## src/rtl/seq_detect_pkg.sv

```systemverilog
// Shared definitions for the serial sequence detector and its event counter.
// Holds the 2-bit class codes, read-select codes and a class decode helper.
package seq_detect_pkg;

    // Class codes produced by the sequence detector
    localparam logic [1:0] CODE_101   = 2'b00;
    localparam logic [1:0] CODE_1011  = 2'b01;
    localparam logic [1:0] CODE_1MORE = 2'b10;
    localparam logic [1:0] CODE_NONE  = 2'b11;

    // Read-select codes for the counter read port
    localparam logic [1:0] SEL_101    = 2'd0;
    localparam logic [1:0] SEL_1011   = 2'd1;
    localparam logic [1:0] SEL_1MORE  = 2'd2;
    localparam logic [1:0] SEL_STATUS = 2'd3;

    // Number of counted classes and width of each LED stretch counter
    localparam int N_CLASS   = 3;
    localparam int STRETCH_W = 8;

    // One-hot class decode: bit0 = 101, bit1 = 1011, bit2 = 1more
    function automatic logic [N_CLASS-1:0] class_onehot(input logic [1:0] code);
        logic [N_CLASS-1:0] onehot;
        onehot = '0;
        case (code)
            CODE_101:   onehot = 3'b001;
            CODE_1011:  onehot = 3'b010;
            CODE_1MORE: onehot = 3'b100;
            default:    onehot = 3'b000;
        endcase
        return onehot;
    endfunction

endpackage

```

## src/rtl/sat_counter.sv

```systemverilog
// Unsigned saturating event counter with a sticky saturation flag.
// Synchronous clear has priority over an increment in the same cycle.
module sat_counter #(
    parameter int CNT_W = 16
) (
    input  logic             clk,
    input  logic             rst,
    input  logic             clr,
    input  logic             inc,
    output logic [CNT_W-1:0] cnt,
    output logic             sat
);

    localparam logic [CNT_W-1:0] CNT_MAX = '1;

    logic [CNT_W-1:0] r_cnt;
    logic             r_sat;

    // Count events, hold at the maximum and remember that it was hit
    // NOTE: non-blocking assignments in clocked blocks so every flop samples pre-edge values.
    always_ff @(posedge clk or negedge rst) begin
        if (!rst) begin
            r_cnt <= '0;
            r_sat <= 1'b0;
        end else if (clr) begin
            r_cnt <= '0;
            r_sat <= 1'b0;
        end else if (inc) begin
            if (r_cnt == CNT_MAX) begin
                r_sat <= 1'b1;
            end else begin
                r_cnt <= r_cnt + 1'b1;
            end
        end
    end

    assign cnt = r_cnt;
    assign sat = r_sat;

endmodule

```

## src/rtl/seq_event_counter.sv

```systemverilog
// Converts sequence-detector class-code changes into one-shot events, counts
// each class in a saturating counter and serves the counts over a
// request/acknowledge read port.
// Optional build macro EVT_STRETCH_EN: stretches each evt_pulse bit to
// STRETCH_LEN cycles (retriggerable) for driving board LEDs.
module seq_event_counter
    import seq_detect_pkg::*;
#(
    parameter int CNT_W       = 16,
    parameter int STRETCH_LEN = 8
) (
    input  logic               clk,
    input  logic               rst,
    input  logic [1:0]         code,
    input  logic               clr,
    input  logic               rd_req,
    input  logic [1:0]         rd_sel,
    output logic [CNT_W-1:0]   rd_data,
    output logic               rd_ack,
    output logic [N_CLASS-1:0] evt_pulse
);

    // Elaboration-time parameter range checks
    if (CNT_W < 3 || CNT_W > 32) begin : g_bad_cnt_w
        $error("seq_event_counter: CNT_W must be in 3..32");
    end
    if (STRETCH_LEN < 1 || STRETCH_LEN > 255) begin : g_bad_stretch_len
        $error("seq_event_counter: STRETCH_LEN must be in 1..255");
    end

    logic [1:0]         r_code_q;
    logic [1:0]         r_code_prev;
    logic               w_evt;
    logic [N_CLASS-1:0] w_evt_vec;
    logic [N_CLASS-1:0] w_evt_kept;
    logic [CNT_W-1:0]   w_cnt [N_CLASS];
    logic [N_CLASS-1:0] w_sat;
    logic [CNT_W-1:0]   w_rd_mux;
    logic [CNT_W-1:0]   r_rd_data;
    logic               r_rd_ack;

    // Register the incoming code and keep the previous one for change detection
    always_ff @(posedge clk or negedge rst) begin
        if (!rst) begin
            r_code_q    <= CODE_NONE;
            r_code_prev <= CODE_NONE;
        end else begin
            r_code_q    <= code;
            r_code_prev <= r_code_q;
        end
    end

    // An event is a change into any real class; holding a code gives no repeats
    assign w_evt      = (r_code_q != r_code_prev) && (r_code_q != CODE_NONE);
    assign w_evt_vec  = w_evt ? class_onehot(r_code_q) : '0;
    // Events swallowed by a same-cycle clear must not show on evt_pulse
    assign w_evt_kept = w_evt_vec & {N_CLASS{~clr}};

    for (genvar i = 0; i < N_CLASS; i++) begin : g_cnt
        sat_counter #(
            .CNT_W (CNT_W)
        ) u_sat_counter (
            .clk (clk),
            .rst (rst),
            .clr (clr),
            .inc (w_evt_vec[i]),
            .cnt (w_cnt[i]),
            .sat (w_sat[i])
        );
    end

    // Select the counter or status word to return on a read
    // NOTE: give every combinational output a default first so no path infers a latch.
    always_comb begin
        w_rd_mux = '0;
        case (rd_sel)
            SEL_101:    w_rd_mux = w_cnt[0];
            SEL_1011:   w_rd_mux = w_cnt[1];
            SEL_1MORE:  w_rd_mux = w_cnt[2];
            SEL_STATUS: w_rd_mux[N_CLASS-1:0] = w_sat;
            default:    w_rd_mux = '0;
        endcase
    end

    // Capture pre-update counter values on a request; ack follows one cycle later
    always_ff @(posedge clk or negedge rst) begin
        if (!rst) begin
            r_rd_ack  <= 1'b0;
            r_rd_data <= '0;
        end else begin
            r_rd_ack <= rd_req;
            if (rd_req) begin
                r_rd_data <= w_rd_mux;
            end
        end
    end

    assign rd_ack  = r_rd_ack;
    assign rd_data = r_rd_data;

`ifdef EVT_STRETCH_EN
    localparam logic [STRETCH_W-1:0] STRETCH_LOAD = STRETCH_W'(STRETCH_LEN);

    logic [STRETCH_W-1:0] r_stretch [N_CLASS];

    // Per-class retriggerable down-counters that hold each LED on after an event
    // NOTE: this small array is flops, not RAM, so resetting every entry is cheap and keeps LEDs dark after reset.
    always_ff @(posedge clk or negedge rst) begin
        if (!rst) begin
            for (int i = 0; i < N_CLASS; i++) begin
                r_stretch[i] <= '0;
            end
        end else begin
            for (int i = 0; i < N_CLASS; i++) begin
                if (w_evt_kept[i]) begin
                    r_stretch[i] <= STRETCH_LOAD;
                end else if (r_stretch[i] != '0) begin
                    r_stretch[i] <= r_stretch[i] - 1'b1;
                end
            end
        end
    end

    // A class output is lit while its stretch counter is non-zero
    always_comb begin
        evt_pulse = '0;
        for (int i = 0; i < N_CLASS; i++) begin
            evt_pulse[i] = (r_stretch[i] != '0);
        end
    end
`else
    logic [N_CLASS-1:0] r_evt_pulse;

    // Single-cycle event pulse, aligned with the counter increment
    always_ff @(posedge clk or negedge rst) begin
        if (!rst) begin
            r_evt_pulse <= '0;
        end else begin
            r_evt_pulse <= w_evt_kept;
        end
    end

    assign evt_pulse = r_evt_pulse;
`endif

endmodule
```

## config.mk

```make
export PLATFORM = sky130hd
export DESIGN_NAME = seq_event_counter
export DESIGN_NICKNAME = d
export VERILOG_FILES = /design/src/rtl/seq_detect_pkg.sv /design/src/rtl/sat_counter.sv /design/src/rtl/seq_event_counter.sv
export SDC_FILE = /design/constraint.sdc
export NUM_CORES = 1
export LEC_CHECK = 0
export ABC_AREA = 1
export BUFFER_PORTS_ARGS = -buffer_cell sky130_fd_sc_hd__buf_2
export CAP_MARGIN = 20
export CORE_ASPECT_RATIO = 0.9
export CORE_MARGIN = 4
export CORE_UTILIZATION = 54
export CTS_CLUSTER_DIAMETER = 50
export DETAILED_ROUTE_END_ITERATION = 8
export PLACE_DENSITY = 0.77
export RECOVER_POWER = 25
export SYNTH_ARGS = -nofsm -noshare
export SYNTH_HDL_FRONTEND = slang
export SYNTH_SLANG_ARGS = --single-unit
```

## constraint.sdc

```tcl
create_clock -name clk -period 5.05 [get_ports clk]
set_clock_uncertainty 0.15 [all_clocks]
set_input_delay 0.2525 -clock clk [delete_from_list [all_inputs] [get_ports clk]]
set_output_delay 0.2525 -clock clk [all_outputs]
set_load 0.01 [all_outputs]
```

==> results of run 1 <==
## tightest hold or removal path, stage by stage
cell     delay (ps)
buf_2           120
nand3_1          80
a41oi_1         110
## stage by stage
| step | utilization (%) | instances | cell area, um^2 | worst slack (ps) | power, mW |
|---|---|---|---|---|---|
| after floorplan | - | 587 | 4300 | 3330 | 0.667 |
| after global placement | 58.5 | 696 | 4480 | 3050 | 0.690 |
| after detailed placement | 58.5 | 696 | 4480 | 3000 | 0.691 |
| after CTS | 61.9 | 716 | 4740 | 3100 | 1.22 |
| after global routing | 61.6 | 716 | 4710 | 2510 | 1.25 |
| final | 61.6 | 716 | 4710 | 2920 | 1.21 |
## placed cells by master, fill, tap and decap left out, types with 2 or more instances in the layout
master	count
inv_6	2
o211ai_1	2
clkbuf_1	21
o21ai_1	7
xor2_1	15
nor2_4	5
o21ai_0	48
clkinv_4	2
nand2_2	3
dlygate4sd3_1	4
a21oi_1	14
bufinv_16	2
o22ai_1	3
clkbuf_8	9
nand2_1	187
xnor2_1	3
dfstp_1	2
ha_1	3
dfrtp_1	71
o21bai_1	6
dfstp_2	2
nand3_1	52
buf_2	5
inv_1	49
o21ai_2	5
nor2_8	2
nor2_1	69
nor2_2	3
nor3_1	6
nand4_1	10
## registers in the layout, summed over array words and instances (netlist names)
signal	cells
evt_pulse	3
g_cnt.u_sat_counter.cnt	48
g_cnt.u_sat_counter.sat	3
r_code_prev	2
r_code_q	2
rd_ack	1
rd_data	16
## kinds of logic after synthesis
group	Yosys count	share of synthesized area (%)
buffers and inverters	65	6.40
XOR/XNOR	18	3.67
adder cells (fa/ha/maj)	3	0.873
AO/OA/AOI/OAI	87	11.2
AND/OR/NAND/NOR	339	34.1
flip-flops	75	43.8
## where the power goes
group	switching (mW)	internal, mW
Clock	0.250	0.283
Sequential	0.00567	0.607
Combinational	0.0526	0.0145
Total	0.308	0.904
## worst min-delay path by stage
stage          slack, ps  cells after the start       from            to
6_report              90                      3  rd_sel[1]    rd_data[0]
5_1_grt              100                      3  rd_sel[1]    rd_data[0]
4_1_cts               80                      3  rd_sel[1]    rd_data[0]
3_5_place_dp         210                      1    code[0]   r_code_q[0]
3_3_place_gp         210                      1    code[0]   r_code_q[0]
2_1_floorplan       -190                      0        rst  evt_pulse[0]
## per-layer routing
metal / up-vias / share of wire (%) / GRT usage [%]
met5: - / 0 / 0
met4: 0 / 3.0 / 9.18
met3: 35 / 7.6 / 5.12
met2: 144 / 44 / 36.3
met1: 1836 / 46 / 34.8
li1: 1953 / - / -
## cell type report
cell class	count	area, um^2
sequential	75	1880
fill	709	2940
clock inverter	7	100
inverter	50	188
multi-input combinational	447	2140
clock buffer	9	124
tap	96	120
timing repair buffer	32	156
## repair_timing
action | 4_1_cts | 5_1_grt
hold buffers | 4 | 0
hold endpoints to repair | 74 | 0
buffers inserted | 0 | 0
==> flow_summary.json, run 1 <==
{
  "grt_overflow": 0,
  "critical_path_class": "in2async",
  "slew_viol_final": 76,
  "synth_area_leaders": "dfrtp_1 (41%), nand2_1 (16%), nand3_1 (6.1%), nor2_1 (6.0%), o21ai_0 (5.6%)",
  "crit_arrival_ps": 2100,
  "synth_edf_count": 0,
  "relSlewSlack_pct": -20.0,
  "outcome": "finished, violations left",
  "syn_to_final_growth_pct": 9.60,
  "clk_path_buf_depth": 2,
  "worstSkewPairLatency_ps": 360,
  "dpl.hpwl_um": 7930,
  "endpoint_kind": "asynchronous set/reset pin",
  "crit_cells": 2,
  "gp_congestion": 0.932,
  "max-vdd-ir-drop_v": 0.000182,
  "crit_buf_inv": 2,
  "grt_pass1_vias": 3766,
  "core-area_mm2": 0.00766,
  "ys_warn_count": 0,
  "grt_pass1_wl_um": 18100,
  "reg2reg_setup_slack_ps": 3090,
  "crit_path_end": "g_cnt[2].u_sat_counter.cnt[13]",
  "synth_top_cell_by_area": "dfrtp_1",
  "cp_slowest_stage_delay_ps": 1300,
  "whs_ps": 93.1,
  "synth_seq_cells": 75,
  "die_area_mm2": 0.00946,
  "clkTransAtPathRegs_ps": 90,
  "syn_nets": 598,
  "vias": 3968,
  "grt_max_degree": 76,
  "power_density_mw_per_mm2": 257,
  "synthMostInstantiatedCell": "nand2_1",
  "syn_area_mm2": 0.00430,
  "reg2reg_depth": 8,
  "drc": 0,
  "final_nets": 626,
  "maxCapViolCount": 1,
  "drive_gt1_share_pct": 7.42,
  "track_usage_pct": 24.4,
  "violations": "capacitance limit, slew limit",
  "ios": 28,
  "rsz0062_at_grt": "no",
  "root_buffer": "clkbuf_8",
  "fmax_mhz": 470,
  "start_kind": "input port",
  "cts_tree": "yes",
  "synth_ff_type": "dfrtp_1",
  "fin_setup_tns_ps": 0,
  "slowest_stage": "clkbuf_2",
  "synthTopCellsByCount": "nand2_1 (187), dfrtp_1 (71), nor2_1 (69)",
  "final.period_utilization_pct": 42.1,
  "start_util_pct": 56.2,
  "synth_cell_type_count": 32,
  "required_ps": 5030,
  "critPathLaunch": "rst",
  "postSynth.asyncResetShare_pct": 100,
  "cts-htree-levels": 3,
  "reg2reg_to": "g_cnt[0].u_sat_counter.cnt[9]",
  "synth_top_area_share_pct": 41.3,
  "n_antenna_cell": 0,
  "antenna_found_initial": 0,
  "timing.rr.start": "g_cnt[0].u_sat_counter.cnt[0]",
  "worst_pin_slew_ps": 1800,
  "drt_iter0_drc": 385,
  "worstPathMaxFanout": 75,
  "rows": 30,
  "post_cts_resized": 0,
  "numCtsBuffers": 9,
  "antenna_left": 0,
  "wl_per_cell_um": 14.9,
  "hp-class": "in2reg",
  "cts.sinks": 75,
  "syn_area_per_cell_um2": 7.33,
  "viasPerCell": 5.54,
  "critPathTopFamily": "buffers and inverters",
  "die_width_um": 102,
  "yosysSeqAreaShare_pct": 43.8,
  "crit_chain": "dlygate4sd3_1 > clkbuf_2",
  "hold_viol_final": 0,
  "totalWireLength_um": 10700,
  "leakage_nw": 2.08,
  "portBuffers": 27,
  "synthCells": 587,
  "fp.dieH_um": 92.7,
  "setup_viol": 0,
  "period_minus_slack_ps": 2130,
  "drtPass1Iterations": 5
}
No activity file was read; power rests on OpenSTA's default activity.
==> inputs of run 2 (changes only) <==
- ABC_AREA: 1 -> 0
- clock period: 5.05 -> 2.1 ns (I/O delays scaled with it)
==> flow_summary.json, run 2 <==
{
  "maxCapViolCount": 1,
  "synth-compound-area-share_pct": 14.0,
  "worstSkewPairLatency_ps": 360,
  "required_ps": 2190,
  "synth_cell_type_count": 50,
  "syn_area_mm2": 0.00410,
  "critPathLaunch": "r_code_q[0]",
  "vias": 3784,
  "final.period_utilization_pct": 97.5,
  "hp-class": "in2reg",
  "postSynth.asyncResetShare_pct": 100,
  "synthAdderAreaFrac_pct": 0.915,
  "yosysSeqAreaShare_pct": 45.9,
  "drtPass1Iterations": 5,
  "grt_pass1_wl_um": 17800,
  "setup_viol": 0,
  "synth_edf_count": 0,
  "final_cell_mix": "dfrtp_1 (71), a21oi_1 (61), nor2_1 (49)",
  "start_util_pct": 56.8,
  "portBuffers": 27,
  "min_from": "clr",
  "synth_top_family_by_area": "simple AND/OR/NAND/NOR gates",
  "syn_area_per_cell_um2": 9.72,
  "ys_warn_count": 0,
  "worstPathMaxFanout": 6,
  "synth-xor-area-share_pct": 0,
  "antenna_found_initial": 0,
  "final_nets": 502,
  "clkTransAtPathRegs_ps": 80,
  "numCtsBuffers": 9,
  "core-area_mm2": 0.00722,
  "final_common_cell": "dfrtp_1",
  "met2_usage_pct": 37.4,
  "ios": 28,
  "synth_seq_cells": 75,
  "synthCells": 422,
  "drc": 0,
  "rsz0062_at_grt": "yes",
  "critical_path_class": "reg2reg",
  "die_area_mm2": 0.00905,
  "worst_pin_slew_ps": 1530,
  "synth_ff_type": "dfrtp_1",
  "grt.busiest_layer": "met2",
  "syn_nets": 433,
  "multiInputGateArea_mm2": 0.00214,
  "met3_usage_pct": 5.02,
  "grt_pass1_vias": 3524,
  "finalNonFillerCells": 589,
  "reg2reg_setup_slack_ps": 50,
  "synth_top_cell_by_area": "dfrtp_1",
  "largest_reg_flops": 48,
  "cts-htree-levels": 3,
  "antenna_left": 0,
  "max-vdd-ir-drop_v": 0.000425,
  "power_density_mw_per_mm2": 612,
  "synthTopCellsByCount": "dfrtp_1 (71), a21oi_1 (61), nor2_1 (49)",
  "drt_iter0_drc": 303,
  "hold_viol_final": 0,
  "syn_to_final_growth_pct": 20.4,
  "grt_max_degree": 63,
  "seq_area_mm2": 0.00188,
  "track_usage_pct": 24.6,
  "fmax_mhz": 488,
  "fp.dieH_um": 90.7,
  "utilization_pct": 68.4,
  "dpl_cell_area_mm2": 0.00456,
  "grt_overflow": 0,
  "slew_viol_final": 63,
  "rows": 29,
  "totalWireLength_um": 11000,
  "crit_arrival_ps": 2140,
  "n_antenna_cell": 0,
  "wl_per_cell_um": 18.7,
  "endpoint_kind": "flop",
  "cts.sinks": 75,
  "period_minus_slack_ps": 2050,
  "dp.cells": 561,
  "final_area_mm2": 0.00494,
  "timing.rr.start": "r_code_q[0]",
  "drive_gt1_share_pct": 20.6,
  "relSlewSlack_pct": -2.16,
  "clk_path_buf_depth": 2,
  "viasPerCell": 6.42,
  "synth_top_area_share_pct": 43.3,
  "violations": "capacitance limit, slew limit",
  "gp_congestion": 0.957,
  "cts_tree": "yes",
  "outcome": "finished, violations left",
  "start_kind": "flop",
  "dpl.hpwl_um": 7610,
  "met1_usage_pct": 34.3,
  "synthMostInstantiatedCell": "dfrtp_1",
  "root_buffer": "clkbuf_8",
  "die_width_um": 99.9,
  "leakage_nw": 2.07,
  "synth_area_leaders": "dfrtp_1 (43%), a21oi_1 (7.4%), nor2_1 (4.5%), o31ai_1 (3.5%), or4_1 (3.5%)",
  "fillCellCount": 562,
  "synthMuxAreaShare_pct": 8.91,
  "synthSimpleGateAreaFrac_pct": 27.0
}
## run 2: changes by cell type after synthesis, sizes merged, moves of 14 or more
| cell | before | now |
|---|---|---|
| nand2 | 191 | 16 |
| o21ai | 60 | 10 |
| a21oi | 14 | 61 |
| inv | 50 | 6 |
| nand3 | 52 | 20 |
| nor2 | 79 | 49 |
| o31ai | 0 | 19 |
| or4 | 0 | 19 |
| xor2 | 15 | 0 |
| mux2 | 0 | 14 |
| mux2i | 0 | 14 |
## run 2: layout make-up
class,instances,share of cell area [%]
Sequential cell,75,38.1
Clock buffer,11,3.07
Clock inverter,5,1.70
Multi-Input combinational cell,319,43.4
Inverter,6,0.456
Timing Repair Buffer,80,10.8
Tap cell,93,2.36
## run 2: repair_timing
item                                    4_1_cts  5_1_grt
resized for setup                             1       10
pin swaps                                     0        3
hold buffers                                  4        0
setup buffers                                 0        7
hold endpoints to repair                     59        0
cloned                                        0        1
endpoints found under the setup margin        1       11
## run 2: where the power goes
| part | switching (mW) | leakage [nW] | internal (mW) |
|---|---|---|---|
| Clock | 0.562 | 0.112 | 0.738 |
| Sequential | 0.0182 | 1.01 | 1.48 |
| Combinational | 0.149 | 0.948 | 0.0768 |
## run 2: path summary, 6_finish.rpt
check,cells past startpoint,to
worst min register to register,0,r_code_prev[0]
max in group asynchronous,2,g_cnt[2].u_sat_counter.cnt[0]
worst max register to register,4,g_cnt[1].u_sat_counter.cnt[9]
worst min-delay path,2,g_cnt[2].u_sat_counter.sat
worst max-delay path,4,g_cnt[1].u_sat_counter.cnt[9]
min in group asynchronous,2,evt_pulse[0]
## run 2: metrics by stage
step	worst slack [ps]	TNS, ps	hold slack, ps	total power [mW]
after floorplan	113	0	-341	1.64
after global placement	102	0	72.1	1.74
after detailed placement	12.1	0	69.3	1.75
after CTS	24.4	0	40.8	3.03
after global routing	-12.0	-15.3	86.5	3.12
final	52.6	0	46.1	3.02
## run 2: per-layer routing
layer | vias up | part of all wire, % | wire length, um
li1 | 1746 | - | -
met2 | 186 | 47 | 5140
met3 | 29 | 7.6 | 839
met1 | 1823 | 43 | 4740
met4 | 0 | 3.0 | 326
met5 | - | 0 | 0
## run 2: logic make-up (layout without fill, tap and decap cells)
logic type                 after synthesis  in the layout
muxes                                   31             31
DFF                                     75             75
buffers and inverters                   28            102
adders and majority gates                3              3
AOI/OAI and AO/OA                       99             99
and+or+nand+nor                        186            186
## run 2: worst max-delay path: stages, from the launching register on
cell and delay, ps:
dfstp_2 560, and2b_2 250, nand3_1 220, nor4b_2 390, mux2_1 360
